**src/rtl/irq_inject_sched.sv**
```systemverilog
// Randomised interrupt injector: once the commit PC reaches START_PC, three independent
// channels raise ext/sft/tmr requests after LFSR-derived delays and wait for a handler ack.
module irq_inject_sched #(
  parameter int unsigned       PC_W       = 32,
  parameter logic [PC_W-1:0]   START_PC   = PC_W'(32'h8000015C),
  parameter logic [PC_W-1:0]   EXT_ACK_PC = PC_W'(32'h800000A6),
  parameter logic [PC_W-1:0]   SFT_ACK_PC = PC_W'(32'h800000BE),
  parameter logic [PC_W-1:0]   TMR_ACK_PC = PC_W'(32'h800000D6),
  parameter logic [PC_W-1:0]   TOHOST_PC  = PC_W'(32'h80000086),
  parameter int unsigned       STOP_CNT   = 32,
  parameter int unsigned       DLY_W      = 10,
  parameter logic [15:0]       LFSR_SEED  = 16'hACE1
) (
  input  logic            clk,
  input  logic            rst,
  input  logic            en,
  input  logic            cmt_valid,
  input  logic [PC_W-1:0] cmt_pc,
  output logic            ext_irq,
  output logic            sft_irq,
  output logic            tmr_irq,
  output logic            armed,
  output logic            done,
  output logic [31:0]     tohost_cnt,
  output logic [31:0]     cycle_cnt,
  output logic [31:0]     first_tohost_cycle
);

  typedef enum logic [1:0] {ChIdle, ChWait, ChAssert, ChDone} ch_state_e;

  localparam logic [15:0]    LfsrMask = 16'hB400;
  localparam logic [DLY_W:0] DlyOne   = (DLY_W + 1)'(1);

  logic            hit_start, hit_tohost;
  logic [2:0]      ack_hit;
  logic            stop;
  logic [15:0]     lfsr_q;
  logic [31:0]     cycle_cnt_q, tohost_cnt_q, first_q;
  logic            first_seen_q, armed_q;
  logic [2:0]      irq_q;
  ch_state_e       ch_state_q [3];
  logic [DLY_W:0]  ch_cnt_q   [3];
  logic [DLY_W:0]  dly_load   [3];

  assign hit_start  = cmt_valid && (cmt_pc == START_PC);
  assign hit_tohost = cmt_valid && (cmt_pc == TOHOST_PC);
  assign ack_hit    = {cmt_valid && (cmt_pc == TMR_ACK_PC),
                       cmt_valid && (cmt_pc == SFT_ACK_PC),
                       cmt_valid && (cmt_pc == EXT_ACK_PC)};

  assign stop = tohost_cnt_q > 32'(STOP_CNT);

  // Each channel draws its delay from a different, overlapping LFSR window.
  assign dly_load[0] = {1'b0, lfsr_q[DLY_W-1:0]} + DlyOne;
  assign dly_load[1] = {1'b0, lfsr_q[DLY_W+2:3]} + DlyOne;
  assign dly_load[2] = {1'b0, lfsr_q[DLY_W+5:6]} + DlyOne;

  always_ff @(posedge clk) begin
    if (rst) begin
      lfsr_q       <= LFSR_SEED;
      cycle_cnt_q  <= '0;
      tohost_cnt_q <= '0;
      first_q      <= '0;
      first_seen_q <= 1'b0;
      armed_q      <= 1'b0;
      irq_q        <= '0;
      for (int i = 0; i < 3; i++) begin
        ch_state_q[i] <= ChIdle;
        ch_cnt_q[i]   <= '0;
      end
    end else begin
      cycle_cnt_q <= cycle_cnt_q + 32'd1;
      lfsr_q      <= lfsr_q[0] ? ((lfsr_q >> 1) ^ LfsrMask) : (lfsr_q >> 1);
      if (hit_tohost && (tohost_cnt_q != '1)) begin
        tohost_cnt_q <= tohost_cnt_q + 32'd1;
      end
      if (hit_tohost && !first_seen_q) begin
        first_seen_q <= 1'b1;
        first_q      <= cycle_cnt_q;
      end
      if (en && hit_start) begin
        armed_q <= 1'b1;
      end
      for (int i = 0; i < 3; i++) begin
        unique case (ch_state_q[i])
          ChIdle: begin
            if (armed_q && en) begin
              ch_state_q[i] <= ChWait;
              ch_cnt_q[i]   <= dly_load[i];
            end
          end
          ChWait: begin
            if (stop) begin
              ch_state_q[i] <= ChDone;
            end else if (en) begin
              if (ch_cnt_q[i] == DlyOne) begin
                ch_state_q[i] <= ChAssert;
                irq_q[i]      <= 1'b1;
              end
              ch_cnt_q[i] <= ch_cnt_q[i] - DlyOne;
            end
          end
          // Only the handler ack releases an asserted request.
          ChAssert: begin
            if (ack_hit[i]) begin
              irq_q[i] <= 1'b0;
              if (stop) begin
                ch_state_q[i] <= ChDone;
              end else begin
                ch_state_q[i] <= ChWait;
                ch_cnt_q[i]   <= dly_load[i];
              end
            end
          end
          ChDone: begin
          end
        endcase
      end
    end
  end

  assign ext_irq            = irq_q[0];
  assign sft_irq            = irq_q[1];
  assign tmr_irq            = irq_q[2];
  assign armed              = armed_q;
  assign done               = (ch_state_q[0] == ChDone) && (ch_state_q[1] == ChDone) &&
                              (ch_state_q[2] == ChDone);
  assign tohost_cnt         = tohost_cnt_q;
  assign cycle_cnt          = cycle_cnt_q;
  assign first_tohost_cycle = first_q;

endmodule

```
**config.mk**
```make
export PLATFORM = sky130hd
export DESIGN_NAME = irq_inject_sched
export DESIGN_NICKNAME = d
export VERILOG_FILES = /design/src/rtl/irq_inject_sched.sv
export SDC_FILE = /design/constraint.sdc
export NUM_CORES = 1
export LEC_CHECK = 0
export ABC_AREA = 1
export ABC_CLOCK_PERIOD_IN_PS = 2400
export BUFFER_PORTS_ARGS = -buffer_cell sky130_fd_sc_hd__buf_4
export CAP_MARGIN = 20
export CORE_ASPECT_RATIO = 1.75
export CORE_MARGIN = 2
export CORE_UTILIZATION = 51
export CTS_BUF_LIST = sky130_fd_sc_hd__clkbuf_8 sky130_fd_sc_hd__clkbuf_16
export DETAILED_ROUTE_END_ITERATION = 10
export PLACE_DENSITY_LB_ADDON = 0.1
export SYNTH_ARGS = -nofsm -noshare
export SYNTH_HDL_FRONTEND = slang
export SYNTH_SLANG_ARGS = --single-unit
```
**constraint.sdc**
```tcl
create_clock -name clk -period 2.4 [get_ports clk]
set_input_delay 0.48 -clock clk [delete_from_list [all_inputs] [get_ports clk]]
set_output_delay 0.48 -clock clk [all_outputs]
set_load 0.1 [all_outputs]
```
==> results of run 1 <==
-- report_power, final --
part	internal, µW	switching [µW]
logic	186	328
registers	2750	51.7
clock network	1720	1120
-- stage by stage --
stage                     worst slack [ns]  instance area [µm²]  hold WS [ns]  total power [µW]
after floorplan                   0.005562                 9100        0.4281              3172
after global placement             0.07491                10490        0.4316              3357
after detailed placement           0.04414                10490        0.4357              3363
after CTS                          0.04794                11120        0.2962              6199
after global routing              -0.01588                11170        0.3081              6368
final                               0.1536                11170        0.3074              6159
-- cell usage after synthesis, drive strengths merged --
cell type	count	area, µm²
a211oi	1	7.510
a21oi	99	495.5
a31oi	1	6.260
and2	18	112.6
buf	20	133.9
clkbuf	17	63.81
clkinv	2	8.750
dfxtp	117	2342
edfxtp	39	1171
ha	12	150.1
inv	167	626.9
mux2i	1	10.01
nand2	284	1076
nand3	62	357.8
nand3b	5	37.54
nand4	26	162.7
nor2	185	770.7
nor3	45	251.5
nor3b	2	20.02
nor4	14	87.58
o211ai	9	67.56
o21a	3	22.52
o21ai	73	365.3
o21bai	1	7.510
o22ai	1	6.260
or2	5	31.28
xnor2	19	166.4
xor2	56	490.5
-- worst max path at each step --
stage,start,to
after floorplan,tohost_cnt[5],tohost_cnt[18]
after global placement,cmt_pc[11],ch_cnt_q[2][4]
after detailed placement,cmt_pc[11],ch_cnt_q[2][9]
after CTS,tohost_cnt[1],ch_cnt_q[2][8]
after global routing,tohost_cnt[1],ch_cnt_q[2][9]
final,tohost_cnt[1],ch_cnt_q[1][3]
-- timing repair --
item | in CTS | in global routing
endpoints found under the setup margin | 0 | 35
resized for setup | 0 | 9
hold buffers | 0 | 0
-- cell type report --
type / count / area, µm²
clock buffers: 21 / 503.0
clock inverters: 10 / 125.1
fillers: 1663 / 6285
inverters: 169 / 635.6
multi-input cells: 923 / 4761
flip-flops and latches: 156 / 3558
well taps: 231 / 289.0
repair buffers: 166 / 1300
-- kinds of logic (layout without fill, tap and decap cells) --
group                      after synthesis  in the layout  synth area share (%)
DFF                                    156            156                 38.82
adders and majority gates               12             12                 1.659
AOI/OAI and AO/OA                      188            188                 10.81
and+or+nand+nor                        646            647                 32.13
xor gates and xnor gates                75             75                 7.258
buffers and inverters                  206            366                 9.208
muxes                                    1              1                0.1106
-- worst max-delay path, cell delays in order, from the launching register on --
cell	delay, ns
dfxtp_4	0.37
inv_1	0.07
ha_1	0.17
inv_1	0.05
nor2_1	0.03
nand2_1	0.07
nand2_1	0.11
nand3_4	0.13
nor2_8	0.07
nand3_1	0.14
nand2_1	0.13
nor2_4	0.20
nand3_4	0.21
and2_1	0.24
-- routing by layer --
layer  global-route usage, %  part of all wire, %
met5                       0                    0
met2                   51.06                   53
met3                   4.195                  4.0
met4                   18.08                  6.3
met1                   28.08                   37
-- flip-flops by register name (all words and copies together) (netlist names) --
signal / count
irq_q: 3
ch_cnt_q: 33
cycle_cnt: 32
tohost_cnt: 32
lfsr_q: 16
first_seen_q: 1
armed: 1
ch_state_q: 6
first_tohost_cycle: 32
==> flow_metrics.tcl, run 1 <==
set metrics [dict create \
    final_nets 1481 \
    reg2reg_to "ch_cnt_q[1][3]" \
    vias 8790 \
    antenna_cells 0 \
    clk_pin_slew_ns 0.06 \
    syn_nets 1332 \
    worstSetupStartpointType "flip-flop" \
    wl_per_cell_um 15.48 \
    core_area_um2 17460 \
    power_density_nw_per_um2 551.3 \
    worstHoldPathCells 2 \
    place_hpwl_um 19560 \
    final.setup.tns_ns 0 \
    reg2regPathDepth 13 \
    grt_pass1_vias 8577 \
    htree_levels 4 \
    status "completed" \
    synth_seq_area_share_pct 38.82 \
    crit_arrival_ns 2.43 \
    drv_slew 0 \
    routed_via_density 5.245 \
    leakagePower_uw 0.004710 \
    fmax_mhz 445.2 \
    yosys_register_bits 156 \
    final_common_cell "nand2_1" \
    grt_pass1_wl_um 41540 \
    post-cts-setup-buffer-count 0 \
    antenna_found_initial 0 \
    min_period_ns 2.246 \
    fin_util_pct 64.00 \
    io_buffers 136 \
    cp-end-kind "flip-flop" \
    drtAntennaViolNets 0 \
    fin_skew_ns 0.01217 \
    tightest_slew_ns 0.5524 \
    synth_cells 1284 \
    io_pins 137 \
    numCtsBuffers 17 \
    r2r-start "tohost_cnt[1]" \
    crit_required_ns 2.58 \
    dieArea_um2 18870 \
    synth.cell_area_um2 9050 \
    ir_drop_v 0.0004487 \
    finalHoldViolations 0 \
    core.rowCount 64 \
    grt_usage_pct 27.51 \
    critPathMaxFanout 14 \
    syn_area_per_cell_um2 7.048 \
    dp.cells 1644 \
    cts_sinks 156 \
    cts_max_path_buffers 2 \
    worstSetupPathType "reg -> reg" \
    syn_to_final_growth_pct 23.45 \
    cap_violations 0 \
    layout_common_cells "278 x nand2_1, 172 x nor2_1, 161 x buf_4, 160 x inv_1, 99 x a21oi_1" \
    reg2reg_slack_ns 0.15 \
    start_util_pct 51.84 \
    drt_pre_antenna_iters 4 \
    synthDistinctLibCells 44 \
    die_h_um 180.2 \
    yosys_warnings 0 \
    slew_headroom_pct 62.83 \
    cts-root-buf "clkbuf_16" \
    clk_latency_ns 0.43 \
    hp-class "in -> reg" \
    gp_congestion 0.9690 \
    min_from "rst" \
    fin_cells 1676 \
    drive_gt1_share_pct 18.82 \
    setup_viol 0 \
    drt_iter0_markers 370 \
    grt_start_max_net_pins 65 \
    overflow 0 \
    finalCritPeriodShare_pct 93.60 \
    tritoncts "done" \
    die_w_um 104.7 \
    drc 0 \
    min_to "cycle_cnt[0]" \
    routed_wl_um 25950 \
]
No activity file was read; power rests on OpenSTA's default activity.
==> run 2: changes to the inputs <==
CORE_MARGIN = not set   (was 2)
GPL_ROUTABILITY_DRIVEN = 0   (was not set)
==> run 2 against run 1 <==
  * Clock skew fell by 0.00063 ns
  * Worst hold slack improved by 0.14 ns
  * Combinational power fell by 2%
==> flow_metrics.tcl, run 2 (synthesized netlist as in run 1, its figures left out) <==
set metrics [dict create \
    reg2reg_to "ch_cnt_q[2][2]" \
    slew_headroom_pct 61.23 \
    finalHoldViolations 0 \
    power_uw 6031 \
    drv_slew 0 \
    die_h_um 178.2 \
    io_pins 137 \
    drtAntennaViolNets 0 \
    reg2reg_slack_ns 0.14 \
    htree_levels 4 \
    overflow 0 \
    multi_input_area_um2 4747 \
    grt_pass1_wl_um 39670 \
    antenna_cells 0 \
    largest_reg_flops 33 \
    syn_to_final_growth_pct 22.73 \
    antenna_found_initial 0 \
    clk_pin_slew_ns 0.06 \
    tritoncts "done" \
    place_area_um2 10480 \
    hp-class "reg -> reg" \
    nFillCells 1681 \
    crit_arrival_ns 2.39 \
    critPathMaxFanout 11 \
    final.setup.tns_ns 0 \
    cts_sinks 156 \
    cts_max_path_buffers 2 \
    drc 0 \
    tightest_slew_ns 0.5763 \
    layout_common_cells "277 x nand2_1, 171 x nor2_1, 160 x inv_1, 158 x buf_4, 99 x a21oi_1" \
    finalCritPeriodShare_pct 94.28 \
    core.rowCount 64 \
    routed-wl-met3_um 1179 \
    regMostFlops "ch_cnt_q" \
    start_util_pct 51.84 \
    post-cts-setup-buffer-count 0 \
    grt_usage_pct 28.22 \
    setup_viol 0 \
    io_buffers 136 \
    cts-root-buf "clkbuf_16" \
    die_w_um 102.7 \
    pre_cts_ws_ns 0.04313 \
    dieArea_um2 18300 \
    ir_drop_v 0.0004414 \
    worstSetupStartpointType "flip-flop" \
    final_nets 1478 \
    seqCellArea_um2 3558 \
    fmax_mhz 442.0 \
    fin_skew_ns 0.01153 \
    cp-end-kind "flip-flop" \
    status "completed" \
    final_common_cell "nand2_1" \
    grt_pass1_vias 8484 \
    min_to "first_tohost_cycle[26]" \
    vias 8732 \
    numCtsBuffers 17 \
    r2r-start "tohost_cnt[0]" \
    finalWorstSetupSlack_ns 0.1373 \
    routed_wl_um 25070 \
    routed_via_density 5.216 \
    clk_latency_ns 0.43 \
    final_area_um2 11110 \
    worstHoldPathCells 2 \
    min_period_ns 2.263 \
    core_area_um2 17460 \
    power_density_nw_per_um2 543.0 \
    dp.cells 1641 \
    met2_length_um 13390 \
    cap_violations 0 \
    reg2regPathDepth 12 \
    grt_start_max_net_pins 65 \
    worstSetupPathType "reg -> reg" \
    met1Wirelength_um 8930 \
    fin_cells 1674 \
    crit_required_ns 2.53 \
    drive_gt1_share_pct 18.92 \
    leakagePower_uw 0.004666 \
    drt_iter0_markers 442 \
    place_hpwl_um 18900 \
    top_layer "met4" \
    drt_pre_antenna_iters 5 \
    rsz0062_at_grt "true" \
    min_from "first_tohost_cycle[26]" \
    wl_per_cell_um 14.97 \
]
## run 2: changes by cell type in the layout (fill, tap and decap cells not counted), sizes merged
cell	delta
clkinvlp	+1
clkbuf	-3
nor2	+1
inv	+2
nand3	-1
clkinv	+1
buf	-3
## run 2: what timing repair did
item,4_1_cts,5_1_grt
endpoints found under the setup margin,0,33
hold buffers,0,0
resized for setup,0,8
## run 2: metrics by stage
step	hold slack, ns	utilization [%]
2_1_floorplan	0.4281	-
3_3_place_gp	0.4350	60.05
3_5_place_dp	0.4386	60.05
4_1_cts	0.4482	63.43
5_1_grt	0.4647	63.63
6_report	0.4442	63.63
## run 2: how the worst max path moves through the flow
stage	start	end	cells after the start
floorplan	tohost_cnt[5]	tohost_cnt[18]	10
global placement	cmt_pc[11]	ch_cnt_q[2][0]	12
detailed placement	cmt_pc[9]	ch_cnt_q[2][10]	11
CTS	tohost_cnt[0]	ch_cnt_q[2][10]	15
global route	tohost_cnt[12]	ch_cnt_q[2][2]	9
finish	tohost_cnt[0]	ch_cnt_q[2][2]	12
## run 2: critical path, cell delays in order, from the launching register on
cell	delay, ns
dfxtp_4	0.36
inv_2	0.10
ha_1	0.15
inv_1	0.03
nor2_1	0.07
nand2_1	0.05
nand2_1	0.12
nand3_4	0.14
nor2_8	0.20
nand4_1	0.24
buf_4	0.22
nand4_1	0.06
buf_4	0.21
## run 2: routing by layer
layer,up-vias,global-route usage [%]
met5,-,0
li1,4421,-
met4,0,19.52
met2,262,51.53
met1,3962,28.37
met3,87,4.545
## run 2: area by class of cell
type                    instances  area share (%)
clock inverters                14           1.262
multi-input cells             923           42.74
clock buffers                  18           4.055
well taps                     231           2.602
repair buffers                163           11.58
flip-flops and latches        156           32.04
inverters                     169           5.723
## run 2: power by group
group | internal (µW) | switching [µW] | leakage [µW] | total, µW
clock | 1600 | 1130 | 0.000299 | 2720
sequential | 2750 | 51.6 | 0.00137 | 2800
combinational | 185 | 318 | 0.00300 | 504
==> run 3: changes to the inputs <==
PLACE_DENSITY = 0.78   (was not set)
PLACE_DENSITY_LB_ADDON = not set   (was 0.1)
==> run 3 against run 2 <==
  * Sequential share of layout area down 0.11 points
  * Final cell count up 0.18%
  * Count of clock-buffer cells in the layout up 3
  * Global-route usage down 0.66 points
  * Critical endpoint is now ch_cnt_q[1][9]
  * Via count up 0.93%
  * Worst hold slack worse by 0.17 ns
  * Sequential power about the same
  * Critical path depth up 1
  * Fmax down 1.4%
  * Total power down 1.0%
==> flow_metrics.tcl, run 3 (synthesized netlist as in run 1, its figures left out) <==
set metrics [dict create \
    clk_pin_slew_ns 0.07 \
    multi_input_area_um2 4780 \
    cts_max_path_buffers 2 \
    finalHoldViolations 0 \
    grt_pass1_vias 8495 \
    drt_iter0_markers 363 \
    post-cts-setup-buffer-count 0 \
    ctsHoldBuffers 0 \
    overflow 0 \
    drc 0 \
    largest_reg_flops 33 \
    crit_required_ns 2.59 \
    ir_drop_v 0.0005277 \
    reg2reg_slack_ns 0.10 \
    cap_violations 0 \
    io_pins 137 \
    power_density_nw_per_um2 535.5 \
    die_h_um 178.2 \
    reg2reg_to "ch_cnt_q[1][9]" \
    leakagePower_uw 0.004688 \
    core_area_um2 17460 \
    grt_pass1_wl_um 39140 \
    routed_via_density 5.255 \
    crit_arrival_ns 2.49 \
    io_buffers 136 \
    reg2regPathDepth 13 \
    start_util_pct 51.84 \
    cp-end-kind "flip-flop" \
    cts_sinks 156 \
    tritoncts "done" \
    fin_cells 1677 \
    grt_start_max_net_pins 65 \
    finalWorstSetupSlack_ns 0.1046 \
    tightest_slew_ns 0.5555 \
    dp.cells 1642 \
    clk_latency_ns 0.44 \
    hp-class "in -> reg" \
    critPathMaxFanout 7 \
    layout_common_cells "278 x nand2_1, 169 x nor2_1, 159 x inv_1, 158 x buf_4, 99 x a21oi_1" \
    htree_levels 4 \
    core.rowCount 64 \
    pre_cts_ws_ns 0.05826 \
    setup_viol 0 \
    antenna_found_initial 0 \
    worstHoldPathCells 2 \
    regMostFlops "ch_cnt_q" \
    grt_usage_pct 27.56 \
    die_w_um 102.7 \
    rsz0062_at_grt "true" \
    syn_to_final_growth_pct 23.16 \
    worstSetupStartpointType "flip-flop" \
    final_nets 1481 \
    min_to "armed" \
    seqCellArea_um2 3558 \
    slew_headroom_pct 62.97 \
    dieArea_um2 18300 \
    cts_resized 0 \
    cts-root-buf "clkbuf_16" \
    drv_slew 0 \
    vias 8813 \
    worstSetupPathType "reg -> reg" \
    whs_ns 0.2763 \
    finalCritPeriodShare_pct 95.64 \
    final_common_cell "nand2_1" \
    fin_skew_ns 0.01175 \
    drtAntennaViolNets 0 \
    min_period_ns 2.295 \
    min_from "rst" \
    nFillCells 1576 \
    antenna_cells 0 \
    fmax_mhz 435.7 \
    status "completed" \
    r2r-start "tohost_cnt[1]" \
    drive_gt1_share_pct 19.16 \
    routed_wl_um 24860 \
    numCtsBuffers 17 \
    wl_per_cell_um 14.82 \
    drt_pre_antenna_iters 5 \
    place_hpwl_um 18120 \
]
## run 3: changes by cell type in the layout (fill, tap and decap cells not counted), sizes merged
cell / previous run / this run
buf: 163 / 164
bufinv: 2 / 0
clkbuf: 18 / 21
inv: 174 / 175
clkinv: 6 / 3
nand3: 62 / 64
clkinvlp: 1 / 2
## run 3: power breakdown
group,switching [µW],internal (µW)
registers,50.1,2750
clock network,1180,1500
logic,306,184
total,1540,4430
## run 3: cell type report
cell class	instances	area share [%]
clock buffers	21	4.412
inverters	169	5.703
clock inverters	11	0.8419
well taps	231	2.593
flip-flops and latches	156	31.93
multi-input cells	925	42.88
repair buffers	164	11.64
## run 3: critical path: stages (launching register included)
cell,delay (ns)
dfxtp_4,0.36
inv_1,0.06
ha_1,0.17
inv_1,0.05
nor2_1,0.03
nand2_1,0.06
nand2_2,0.07
nand3_4,0.15
nor2_8,0.07
nand3_1,0.11
nand2_1,0.14
nor2_4,0.26
nand3_2,0.26
and2_1,0.23
## run 3: worst max path at each step
stage	start	to	slack (ns)	cells after the start
2_1_floorplan	tohost_cnt[5]	tohost_cnt[18]	0.006	10
3_3_place_gp	cmt_pc[9]	ch_cnt_q[2][8]	0.09	12
3_5_place_dp	cmt_pc[11]	ch_cnt_q[2][6]	0.06	12
4_1_cts	tohost_cnt[1]	ch_cnt_q[2][6]	0.14	14
5_1_grt	tohost_cnt[1]	ch_cnt_q[1][10]	-0.002	13
6_report	tohost_cnt[1]	ch_cnt_q[1][9]	0.10	13
## run 3: stage by stage
stage                     setup TNS [ns]  total power [µW]  instance area, µm²  utilization (%)
after detailed placement               0              3336               10490            60.09
after global routing           -0.001771              6158               11150            63.85
after global placement                 0              3326               10490            60.09
after CTS                              0              5979               11080            63.45
final                                  0              5969               11150            63.85
after floorplan                        0              3172                9100                -
## run 3: per-layer routing
layer	vias up	track usage [%]	part of all wire (%)
met3	87	4.976	5.0
met1	4018	27.79	36
li1	4454	-	-
met2	254	51.11	54
met4	0	16.37	5.3
met5	-	0	0
